**config.mk**
```make
export PLATFORM = sky130hd
export DESIGN_NAME = ctrl_cmd_arbiter
export DESIGN_NICKNAME = d
export VERILOG_FILES = /design/src/rtl/ctrl_pkg.sv /design/src/rtl/ctrl_cmd_arbiter_btn_repeat.sv /design/src/rtl/ctrl_cmd_arbiter.sv
export SDC_FILE = /design/constraint.sdc
export NUM_CORES = 1
export LEC_CHECK = 0
export CAP_MARGIN = 20
export CORE_MARGIN = 5
export CORE_UTILIZATION = 59
export CTS_CLUSTER_SIZE = 28
export DETAILED_ROUTE_END_ITERATION = 12
export HOLD_SLACK_MARGIN = 0.05
export PLACE_DENSITY = 0.79
export SYNTH_ARGS = -nofsm -noshare
export SYNTH_HDL_FRONTEND = slang
export SYNTH_SLANG_ARGS = --single-unit
```
**constraint.sdc**
```tcl
create_clock -name clk_i -period 3.2 [get_ports clk_i]
set_clock_uncertainty 0.1 [all_clocks]
set_input_delay 0.64 -clock clk_i [delete_from_list [all_inputs] [get_ports clk_i]]
set_output_delay 0.64 -clock clk_i [all_outputs]
set_load 0.02 [all_outputs]
```
**src/rtl/ctrl_pkg.sv**
```systemverilog
// Shared types and constants for the LED/buzzer command path.
package ctrl_pkg;

    typedef enum logic [1:0] {
        OP_NONE = 2'd0,
        OP_INC  = 2'd1,
        OP_DEC  = 2'd2,
        OP_BUZ  = 2'd3
    } op_e;

    typedef enum logic {
        SRC_BTN = 1'b0,
        SRC_IR  = 1'b1
    } src_e;

    typedef enum logic {
        ST_IDLE  = 1'b0,
        ST_OFFER = 1'b1
    } out_state_e;

    typedef struct packed {
        logic pend;
        op_e  op;
    } slot_t;

    localparam logic [7:0] IR_INC_DEF = 8'h18;
    localparam logic [7:0] IR_DEC_DEF = 8'h52;
    localparam logic [7:0] IR_BUZ_DEF = 8'h1C;

    // Unmapped IR codes decode to OP_NONE, which callers treat as "no event".
    function automatic op_e ir_decode(input logic [7:0] code,
                                      input logic [7:0] c_inc,
                                      input logic [7:0] c_dec,
                                      input logic [7:0] c_buz);
        if (code == c_inc) return OP_INC;
        if (code == c_dec) return OP_DEC;
        if (code == c_buz) return OP_BUZ;
        return OP_NONE;
    endfunction

endpackage

```
**src/rtl/ctrl_cmd_arbiter_btn_repeat.sv**
```systemverilog
// Button press detector: one event per falling edge, plus optional hold/auto-repeat events.
module btn_repeat #(
    parameter bit REPEAT_EN  = 1'b1,
    parameter int HOLD_CYC   = 25_000_000,
    parameter int REPEAT_CYC = 5_000_000,
    parameter int CNT_W      = 25
) (
    input  logic clk_i,
    input  logic rst_n_i,
    input  logic btn_n_i,
    output logic evt_o
);

    logic             btn_q;
    logic [CNT_W-1:0] cnt_q;
    logic             rep_q;
    logic             fall;
    logic             hit;

    assign fall = btn_q & ~btn_n_i;

    // cnt_q holds the number of cycles elapsed since the press or the last repeat event.
    assign hit = REPEAT_EN && !btn_q && !btn_n_i &&
                 (rep_q ? (cnt_q == CNT_W'(REPEAT_CYC)) : (cnt_q == CNT_W'(HOLD_CYC)));

    assign evt_o = fall | hit;

    // NOTE: state registers use non-blocking assignments so every flop samples pre-edge values.
    always_ff @(posedge clk_i or negedge rst_n_i) begin
        if (!rst_n_i) begin
            btn_q <= 1'b1;
            cnt_q <= '0;
            rep_q <= 1'b0;
        end else begin
            btn_q <= btn_n_i;
            if (btn_n_i || !REPEAT_EN) begin
                cnt_q <= '0;
                rep_q <= 1'b0;
            end else if (fall || hit) begin
                cnt_q <= CNT_W'(1);
                rep_q <= hit;
            end else begin
                cnt_q <= cnt_q + CNT_W'(1);
            end
        end
    end

endmodule

```
**src/rtl/ctrl_cmd_arbiter.sv**
```systemverilog
// Merges button and IR commands into one valid/ready stream with one pending slot per source
// and round-robin grant between the two slots.
module ctrl_cmd_arbiter
    import ctrl_pkg::*;
#(
    parameter int         HOLD_CYC   = 25_000_000,
    parameter int         REPEAT_CYC = 5_000_000,
    parameter int         CNT_W      = 25,
    parameter logic [7:0] IR_INC     = IR_INC_DEF,
    parameter logic [7:0] IR_DEC     = IR_DEC_DEF,
    parameter logic [7:0] IR_BUZ     = IR_BUZ_DEF
) (
    input  logic       clk_i,
    input  logic       rst_n_i,
    input  logic       btn_inc_n_i,
    input  logic       btn_dec_n_i,
    input  logic       btn_buz_n_i,
    input  logic       irq_i,
    input  logic [7:0] command_i,
    input  logic       ready_i,
    output logic       valid_o,
    output logic [1:0] op_o,
    output logic       src_o,
    output logic       overflow_o
);

    logic inc_evt, dec_evt, buz_evt;

    btn_repeat #(.REPEAT_EN(1'b1), .HOLD_CYC(HOLD_CYC), .REPEAT_CYC(REPEAT_CYC), .CNT_W(CNT_W))
        u_inc (.clk_i(clk_i), .rst_n_i(rst_n_i), .btn_n_i(btn_inc_n_i), .evt_o(inc_evt));

    btn_repeat #(.REPEAT_EN(1'b1), .HOLD_CYC(HOLD_CYC), .REPEAT_CYC(REPEAT_CYC), .CNT_W(CNT_W))
        u_dec (.clk_i(clk_i), .rst_n_i(rst_n_i), .btn_n_i(btn_dec_n_i), .evt_o(dec_evt));

    btn_repeat #(.REPEAT_EN(1'b0), .HOLD_CYC(HOLD_CYC), .REPEAT_CYC(REPEAT_CYC), .CNT_W(CNT_W))
        u_buz (.clk_i(clk_i), .rst_n_i(rst_n_i), .btn_n_i(btn_buz_n_i), .evt_o(buz_evt));

    logic       btn_evt, ir_evt;
    op_e        btn_evt_op, ir_evt_op;
    slot_t      btn_slot_q, ir_slot_q;
    out_state_e state_q, state_d;
    op_e        op_q;
    src_e       src_q;
    logic       last_ir_q;
    logic       ovf_q;
    logic       grant, grant_ir, grant_btn;
    logic       btn_drop, ir_drop;

    // Simultaneous button events collapse to the highest-priority one; the rest vanish.
    always_comb begin
        btn_evt    = inc_evt | dec_evt | buz_evt;
        btn_evt_op = OP_NONE;
        if (inc_evt)      btn_evt_op = OP_INC;
        else if (dec_evt) btn_evt_op = OP_DEC;
        else if (buz_evt) btn_evt_op = OP_BUZ;
    end

    assign ir_evt_op = ir_decode(command_i, IR_INC, IR_DEC, IR_BUZ);
    assign ir_evt    = irq_i && (ir_evt_op != OP_NONE);

    // NOTE: every always_comb output gets a default first so no path can infer a latch.
    always_comb begin
        state_d  = state_q;
        grant    = 1'b0;
        grant_ir = 1'b0;
        if ((state_q == ST_IDLE || ready_i) && (btn_slot_q.pend || ir_slot_q.pend)) begin
            grant    = 1'b1;
            grant_ir = ir_slot_q.pend && (!btn_slot_q.pend || !last_ir_q);
            state_d  = ST_OFFER;
        end else if (state_q == ST_OFFER && ready_i) begin
            state_d = ST_IDLE;
        end
    end

    assign grant_btn = grant && !grant_ir;

    // A slot being granted this cycle has room: the incoming event refills it.
    assign btn_drop = btn_evt && btn_slot_q.pend && !grant_btn;
    assign ir_drop  = ir_evt  && ir_slot_q.pend  && !grant_ir;

    always_ff @(posedge clk_i or negedge rst_n_i) begin
        if (!rst_n_i) state_q <= ST_IDLE;
        else          state_q <= state_d;
    end

    always_ff @(posedge clk_i or negedge rst_n_i) begin
        if (!rst_n_i) begin
            btn_slot_q <= '{pend: 1'b0, op: OP_NONE};
            ir_slot_q  <= '{pend: 1'b0, op: OP_NONE};
            op_q       <= OP_NONE;
            src_q      <= SRC_BTN;
            last_ir_q  <= 1'b1;
            ovf_q      <= 1'b0;
        end else begin
            ovf_q <= btn_drop | ir_drop;

            if (btn_evt && !btn_drop) btn_slot_q <= '{pend: 1'b1, op: btn_evt_op};
            else if (grant_btn)       btn_slot_q.pend <= 1'b0;

            if (ir_evt && !ir_drop) ir_slot_q <= '{pend: 1'b1, op: ir_evt_op};
            else if (grant_ir)      ir_slot_q.pend <= 1'b0;

            if (grant) begin
                op_q      <= grant_ir ? ir_slot_q.op : btn_slot_q.op;
                src_q     <= grant_ir ? SRC_IR : SRC_BTN;
                last_ir_q <= grant_ir;
            end else if (state_d == ST_IDLE) begin
                op_q  <= OP_NONE;
                src_q <= SRC_BTN;
            end
        end
    end

    assign valid_o    = (state_q == ST_OFFER);
    assign op_o       = op_q;
    assign src_o      = src_q;
    assign overflow_o = ovf_q;

endmodule

```
==> out/results.tsv, run 1 <==
metric	value	unit
status	finished clean	
clock_latency	0.35	ns
synth_top_cell_by_area	dfrtp_1	
syn_nets	376	
critPathSlowestCell	or4_1	
drt-met1-wl	2999	um
synthMuxAreaShare	0	%
critPathMaxFanout	6	
fin_cells	459	
wl	6787	um
syn_avg_cell_area	9.673	um2
r2r-end	btn_slot_q[0]	
end_kind	register	
worst_pin_slew	0.6544	ns
place_inst	443	
grt_max_degree	25	
cts_tree	yes	
diodes	0	
slew_viol_final	0	
floorplan.initialDensity	61.58	%
core	5608	um2
crit_start	u_dec.cnt_q[16]	
irDropWorstVdd	0.4209	mV
dieArea	7483	um2
fin_crit	2.510	ns
drv_cap	0	
gp_congestion	0.8255	
r2r.worst_path.cells	5	
drc	0	
synthSimpleGateAreaFrac	27.64	%
die-width	86.51	um
cts_resized	0	
ant_nets	0	
power.density	448.6	nW/um2
firstDrtPassIters	4	
final-setup-viol-count	0	
synth_top_family_by_area	simple AND/OR/NAND/NOR gates	
cts.path.max_buffers	2	
power_leakage	0.001533	uW
hold_class	in -> async	
synth-xor-area-share	11.67	%
dp.final_hpwl	4827	um
netlist.area_leader.share	45.65	%
final_cell_mix	66 x nor2_1, 63 x dfrtp_1, 34 x xnor2_1	
drtIter0Drc	162	
ys_types	44	
slew_headroom	55.91	%
slowest_delay	0.52	ns
hold_viol_final	0	
arrival	2.65	ns
synth_seq_cells	67	
met3_length	359	um
rrSetupSlack	0.69	ns
top_level_ports	20	
worstPathRequired	3.34	ns
post-route-util	68.94	%
post_cts_buffers	0	
clkTransAtPathRegs	0.07	ns
synth_compound_area_share	5.978	%
layout.nets	401	
port_buffers	19	
setup_tns	0	ns
cts_hold_buf	0	
via_count	2649	
clock-sinks	67	
synth_area_leaders	dfrtp_1 46%, xnor2_1 8.6%, nor2_1 7.2%, nand2_1 3.3%, dfstp_2 3.0%	
grt_use_total	20.63	%
top_layer	met4	
synthCells	357	
chipHeight	86.51	um
reg2reg_from	u_dec.cnt_q[16]	
grt_pass1_wl	12140	um
yosysWarnings	0	
drive_gt1_share	8.527	%
period_share	78.43	%
crit_chain	or4_1 -> or3_4 -> a2111oi_4 -> a21oi_1 -> o32a_1	
drt-wirelength-per-cell	14.79	um
syn_to_final_growth	11.96	%
numCtsBuffers	9	
synthAdderAreaFrac	1.449	%
critPathLaunchType	register	
fmax	0.3984	GHz
syn_area	3453	um2
ys_seq_area_share	48.70	%
cts.htree.levels	3	
wl_met2	3256	um
antenna_found_initial	0	
rsz0062_at_grt	false	
path_class	reg -> reg	
avgViaCountPerCell	5.771	
rows	27	
fill_cells	485	
cts-root-buf	clkbuf_8	
layout_commonest_cell	nor2_1	
grt_pass1_vias	2622	
grt_overflow	0	
## worst max-delay path by stage
stage / to / slack (ns)
6_report: btn_slot_q[0] / 0.69
3_3_place_gp: u_inc.cnt_q[5] / 0.67
4_1_cts: btn_slot_q[0] / 0.69
2_1_floorplan: u_dec.cnt_q[23] / 0.85
3_5_place_dp: u_inc.cnt_q[17] / 0.64
5_1_grt: u_inc.cnt_q[5] / 0.55
## Yosys cell counts (all sizes together)
| library cell | number |
|---|---|
| and3 | 4 |
| nor4b | 6 |
| a22oi | 3 |
| nand2 | 30 |
| o311ai | 1 |
| a31oi | 2 |
| xnor2 | 34 |
| and2 | 1 |
| nor3b | 1 |
| a2111oi | 2 |
| ha | 4 |
| nor2 | 66 |
| and2b | 1 |
| nand4 | 12 |
| and4 | 7 |
| nand4b | 3 |
| a21boi | 1 |
| xor2 | 12 |
| o22ai | 1 |
| o32a | 1 |
| o21ai | 4 |
| or3 | 3 |
| clkbuf | 4 |
| nor4 | 8 |
| or4 | 4 |
| dfrtp | 63 |
| nor2b | 4 |
| or2 | 2 |
| dfstp | 4 |
| o31a | 1 |
| buf | 6 |
| o41ai | 1 |
| a21o | 4 |
| nand2b | 3 |
| inv | 17 |
| nor3 | 14 |
| a21oi | 3 |
| nand3 | 20 |
## sequential cells by signal (all words and copies together), names as in the netlist
| name | count |
|---|---|
| u_dec.cnt_q | 25 |
| u_inc.cnt_q | 25 |
| btn_slot_q | 3 |
| ir_slot_q | 3 |
| op_o | 2 |
| last_ir_q | 1 |
| overflow_o | 1 |
| src_o | 1 |
| u_buz.btn_q | 1 |
| u_dec.btn_q | 1 |
| u_dec.rep_q | 1 |
| u_inc.btn_q | 1 |
| u_inc.rep_q | 1 |
| valid_o | 1 |
## final cells by class
cell class                 instances  area, um2  share of cell area [%]
sequential                        67       1682                   43.50
multi-input combinational        263       1614                   41.75
timing repair buffer              24      222.7                   5.761
clock buffer                      11      141.4                   3.657
tap                               72      90.09                   2.330
inverter                          17      63.81                   1.650
clock inverter                     5      52.55                   1.359
## per-stage QoR
stage	cell area (um2)	hold WS [ns]	power [uW]	setup slack [ns]
2_1_floorplan	3453	0.2444	981.5	0.8469
3_3_place_gp	3672	0.3552	1042	0.6657
3_5_place_dp	3672	0.3679	1047	0.6417
4_1_cts	3866	0.1579	1750	0.6868
5_1_grt	3866	0.1842	1809	0.5522
6_report	3866	0.1365	1735	0.6901
## worst max-delay path: cells and delay by family (launching register included)
family,cells,cell delay [ns]
AOI/OAI and AO/OA,3,0.95
and+or+nand+nor,2,0.91
DFF,1,0.43
## power breakdown
| part | internal (uW) | switching, uW |
|---|---|---|
| sequential | 876 | 18.8 |
| clock | 377 | 329 |
| combinational | 57.1 | 77.1 |
| total | 1310 | 425 |
## metal layers
| metal | track usage (%) | vias up |
|---|---|---|
| met5 | 0 | - |
| met4 | 8.924 | 0 |
| met3 | 5.418 | 20 |
| met2 | 31.78 | 73 |
| met1 | 27.55 | 1276 |
| li1 | - | 1280 |
## kinds of logic (layout without fill, tap and decap cells)
group           after synthesis  in the layout
simple gates                189            189
flops                        67             67
xor+xnor                     46             46
buf+inv                      27             57
compound gates               24             24
fa+ha+maj                     4              4
(Power assumes the default switching activity.)
==> run 2, diff against run 1 <==
Settings changed: CORE_UTILIZATION 59 to 54, PLACE_DENSITY 0.79 to 0.76.
Clock period 3.2 ns to 2.22 ns, I/O delays scaled along.
==> run 2 against run 1 <==
  * Via count rose by 4.0%
  * Critical endpoint is now u_inc.cnt_q[8]
  * Largest cell class is now multi-input gates
  * Sequential share of layout area decreased by 4.2 points
  * Register-to-register slack worse by 0.77 ns
  * Final cell count increased by 7.2%
  * Clock power increased by 44%
  * Clock-buffer cell count is 1 lower
  * The flow now finishes with violations (negative setup slack)
==> out/results.tsv, run 2 (synthesis results as in run 1) <==
metric	value	unit
r2r-end	u_inc.cnt_q[8]	
avgViaCountPerCell	5.600	
clkTransAtPathRegs	0.07	ns
rsz0062_at_grt	true	
worstPathRequired	2.35	ns
layout_commonest_cell	dfrtp_1	
grt_max_degree	68	
cp_num_buf_inv	1	
arrival	2.42	ns
postLayoutCellArea	4284	um2
antenna_found_initial	0	
worst_slack	-0.07731	ns
final-setup-viol-count	38	
via_count	2755	
drv_cap	0	
critPathTopFamily	simple AND/OR/NAND/NOR gates	
hold_class	reg -> reg	
drtIter0Drc	110	
min_from	btn_slot_q[2]	
worst_pin_slew	0.4482	ns
ant_nets	0	
chipHeight	89.97	um
gp_congestion	0.8442	
numCtsBuffers	9	
hold_end	last_ir_q	
power_leakage	0.001684	uW
slowest_delay	0.53	ns
syn_to_final_growth	24.06	%
r2r.worst_path.cells	6	
rows	29	
post-route-util	68.25	%
critPathMaxFanout	6	
violations	negative setup slack	
power.density	594.8	nW/um2
clock_latency	0.34	ns
core	6277	um2
diodes	0	
drt-wirelength-per-cell	14.85	um
wl	7306	um
status	complete, but fails checks	
die-width	89.97	um
end_kind	register	
reg2reg_from	u_inc.cnt_q[21]	
slew_headroom	69.85	%
place_inst	468	
fin_crit	2.297	ns
clock-sinks	67	
layout.nets	429	
drive_gt1_share	20.48	%
rrSetupSlack	-0.08	ns
grt_overflow	0	
hold_viol_final	0	
cts-root-buf	clkbuf_8	
critPathSlowestCell	or4_4	
grt_use_total	18.72	%
grt_pass1_wl	12660	um
cts.path.max_buffers	2	
min_path_cells	1	
cts.htree.levels	3	
dieArea	8095	um2
finalPower	2548	uW
reg_top3	u_dec.cnt_q (25), u_inc.cnt_q (25)	
cts_tree	yes	
top_level_ports	20	
path_class	reg -> reg	
period_share	103.5	%
fin_cells	492	
setup_tns	-1.648	ns
firstDrtPassIters	4	
floorplan.initialDensity	55.01	%
final_cell_mix	63 x dfrtp_1, 47 x nor2_1, 34 x xnor2_1	
slew_viol_final	0	
port_buffers	19	
irDropWorstVdd	0.3694	mV
dp.final_hpwl	4818	um
fmax	0.4353	GHz
drc	0	
placed_cell_area	3866	um2
crit_chain	or4_4 -> or3_4 -> a2111oi_4 -> nand2b_4 -> clkbuf_16 -> nor2_1	
grt_pass1_vias	2697	
critPathLaunchType	register	
[run 2: changes by cell type in the layout (fill, tap and decap cells not counted), sizes merged]
| cell | change |
|---|---|
| clkinvlp | +3 |
| dlygate4sd3 | +1 |
| clkinv | -2 |
| buf | +24 |
| nand2b | +2 |
[run 2: where the power goes]
| group | total (uW) | switching (uW) | internal (uW) |
|---|---|---|---|
| clock network | 1020 | 473 | 547 |
| logic | 239 | 130 | 110 |
| registers | 1290 | 27.1 | 1260 |
[run 2: worst reg2reg max path, cell delays in order, from the launching register on]
cell	delay [ns]
dfrtp_1	0.37
or4_4	0.53
or3_4	0.36
a2111oi_4	0.34
nand2b_4	0.26
clkbuf_16	0.18
nor2_1	0.05
[run 2: metal layers]
| layer | share of wire [%] | track usage (%) | up-vias | wire (um) |
|---|---|---|---|---|
| li1 | - | - | 1339 | - |
| met1 | 45 | 25.31 | 1333 | 3277 |
| met2 | 50 | 29.94 | 68 | 3624 |
| met3 | 3.8 | 3.172 | 15 | 274 |
| met4 | 1.8 | 7.568 | 0 | 130 |
| met5 | 0 | 0 | - | 0 |
[run 2: worst max-delay path by stage]
| stage | from | end | slack [ns] | depth (start not counted) |
|---|---|---|---|---|
| detailed placement | btn_dec_n_i | u_dec.cnt_q[2] | -0.07 | 6 |
| CTS | u_dec.cnt_q[20] | btn_slot_q[0] | -0.05 | 5 |
| floorplan | u_inc.cnt_q[21] | u_inc.cnt_q[22] | -0.05 | 7 |
| global route | u_dec.cnt_q[20] | u_dec.cnt_q[16] | -0.13 | 6 |
| global placement | btn_dec_n_i | u_dec.cnt_q[3] | -0.03 | 6 |
| finish | u_inc.cnt_q[21] | u_inc.cnt_q[8] | -0.08 | 6 |
[run 2: layout make-up]
type	count	area [um2]
repair buffers	50	486.7
clock buffers	10	137.6
fillers	471	1993
clock inverters	6	65.06
well taps	77	96.34
flip-flops and latches	67	1682
multi-input cells	265	1753
inverters	17	63.81
[run 2: per-stage QoR]
step / hold slack [ns] / worst slack [ns]
4_1_cts: 0.3878 / -0.05395
5_1_grt: 0.4268 / -0.1285
6_report: 0.3909 / -0.07731
3_5_place_dp: 0.3764 / -0.07391
3_3_place_gp: 0.3629 / -0.02525
2_1_floorplan: 0.04841 / -0.05443
[run 2: timing repair]
| item | 4_1_cts | 5_1_grt |
|---|---|---|
| gates resized for setup | 4 | 30 |
| hold endpoints to repair | 63 | 0 |
| hold buffers | 1 | 0 |
| pin swaps | 1 | 9 |
| buffers inserted | 0 | 3 |
| gates cloned | 2 | 2 |
| endpoints found under the setup margin | 49 | 54 |
==> run 3, diff against run 2 <==
Settings changed: CORE_UTILIZATION 54 to 60, PLACE_DENSITY 0.76 to 0.8.
Clock period 2.22 ns to 2.7 ns, I/O delays scaled along.
==> run 3 against run 2 <==
  * Largest power group unchanged
  * Die area down 8.9%
  * Maximum frequency down 8.5%
  * Routed wire length down 11%
  * Largest cell class is now registers
  * First-iteration DRC count up 56%
  * The run now ends clean
  * Power down 20%
==> out/results.tsv, run 3 (synthesis results as in run 1) <==
metric	value	unit
grt_pass1_wl	11720	um
placed_cell_area	3702	um2
fill_cells	440	
floorplan.initialDensity	62.33	%
hold_viol_final	0	
drive_gt1_share	8.290	%
clock_latency	0.34	ns
met3_length	271	um
holdWs	0.1043	ns
critPathMaxFanout	6	
post_cts_buffers	0	
worstPathRequired	2.82	ns
drt-met1-wl	3151	um
layout_commonest_cell	nor2_1	
fin_crit	2.510	ns
top_level_ports	20	
drtIter0Drc	172	
place_inst	442	
r2r.worst_path.cells	5	
period_share	92.96	%
via_count	2588	
dieArea	7373	um2
r2r-end	btn_slot_q[0]	
slowest_delay	0.53	ns
ant_nets	0	
final_cell_mix	66 x nor2_1, 63 x dfrtp_1, 34 x xnor2_1	
grt_use_total	19.90	%
reg2reg_from	u_dec.cnt_q[16]	
rsz0062_at_grt	false	
avgViaCountPerCell	5.651	
grt_pass1_vias	2468	
cts_hold_buf	0	
critPathTopFamily	compound AO/OA/AOI/OAI gates	
arrival	2.63	ns
port_buffers	19	
cts-root-buf	clkbuf_8	
layout.nets	400	
worst_pin_slew	0.3886	ns
finalPower	2044	uW
syn_to_final_growth	12.83	%
rows	27	
rrSetupSlack	0.19	ns
clock-sinks	67	
core	5540	um2
wl_met2	2960	um
firstDrtPassIters	4	
critPathSlowestCell	or4_1	
antenna_found_initial	0	
dp.final_hpwl	4532	um
drv_cap	0	
hold_class	in -> async	
irDropWorstVdd	0.3710	mV
gp_congestion	0.8539	
numCtsBuffers	9	
end_kind	register	
drt-wirelength-per-cell	14.12	um
setup_tns	0	ns
cts_tree	yes	
path_class	reg -> reg	
critPathLaunchType	register	
diodes	0	
fin_cells	458	
slew_viol_final	0	
power_leakage	0.001544	uW
status	finished clean	
grt_max_degree	68	
grt_overflow	0	
cts_resized	0	
postLayoutCellArea	3896	um2
reg_top3	u_dec.cnt_q (25), u_inc.cnt_q (25)	
top_layer	met4	
cts.htree.levels	3	
slew_headroom	73.73	%
drc	0	
clkTransAtPathRegs	0.07	ns
wl	6466	um
die-width	85.87	um
final-setup-viol-count	0	
cp_num_buf_inv	0	
crit_chain	or4_1 -> or3_4 -> a2111oi_4 -> a21oi_1 -> o32a_1	
chipHeight	85.87	um
power.density	524.6	nW/um2
cts.path.max_buffers	2	
fmax	0.3984	GHz
run 3: cell types whose count changed in the layout (fill, tap and decap cells not counted), moves of 3 or more:
cell        change
buf_4          -24
nor2_1         +19
nor2_2         -12
nor2_4          -7
nand2b_4        -4
clkinvlp_4      -3
run 3: layout make-up:
class | count | area, um2 | area share (%)
well taps | 72 | 90.09 | 2.312
multi-input cells | 263 | 1614 | 41.43
flip-flops and latches | 67 | 1682 | 43.16
clock inverters | 5 | 52.55 | 1.349
clock buffers | 11 | 141.4 | 3.629
repair buffers | 23 | 252.7 | 6.487
inverters | 17 | 63.81 | 1.638
run 3: worst register-to-register path, stage by stage (launching register included):
cell and delay (ns):
dfrtp_1 0.43, or4_1 0.53, or3_4 0.39, a2111oi_4 0.46, a21oi_1 0.12, o32a_1 0.37
run 3: worst max path at each step:
stage,end,cells past startpoint,start
2_1_floorplan,u_dec.cnt_q[17],7,u_dec.cnt_q[16]
3_3_place_gp,btn_slot_q[0],5,u_dec.cnt_q[16]
3_5_place_dp,btn_slot_q[0],5,u_dec.cnt_q[16]
4_1_cts,btn_slot_q[0],5,u_dec.cnt_q[16]
5_1_grt,btn_slot_q[0],5,u_dec.cnt_q[16]
6_report,btn_slot_q[0],5,u_dec.cnt_q[16]
run 3: power breakdown:
| group | leakage (uW) | switching (uW) | total [uW] | internal (uW) |
|---|---|---|---|---|
| Clock | 0.0000991 | 370 | 817 | 447 |
| Combinational | 0.000550 | 91.6 | 166 | 74.0 |
| Sequential | 0.000895 | 23.7 | 1060 | 1040 |
| Total | 0.00154 | 485 | 2040 | 1560 |
run 3: per-layer routing:
metal  GRT usage, %  vias to the layer above
li1               -                     1275
met1          28.53                     1252
met2          29.36                       50
met3          5.572                       11
met4          6.043                        0
met5              0                        -
run 3: metrics by stage:
step | utilization, % | worst slack, ns
floorplan | - | 0.3469
global placement | 66.82 | 0.2682
detailed placement | 66.82 | 0.2038
CTS | 70.33 | 0.1791
global route | 70.33 | 0.05651
finish | 70.33 | 0.1899
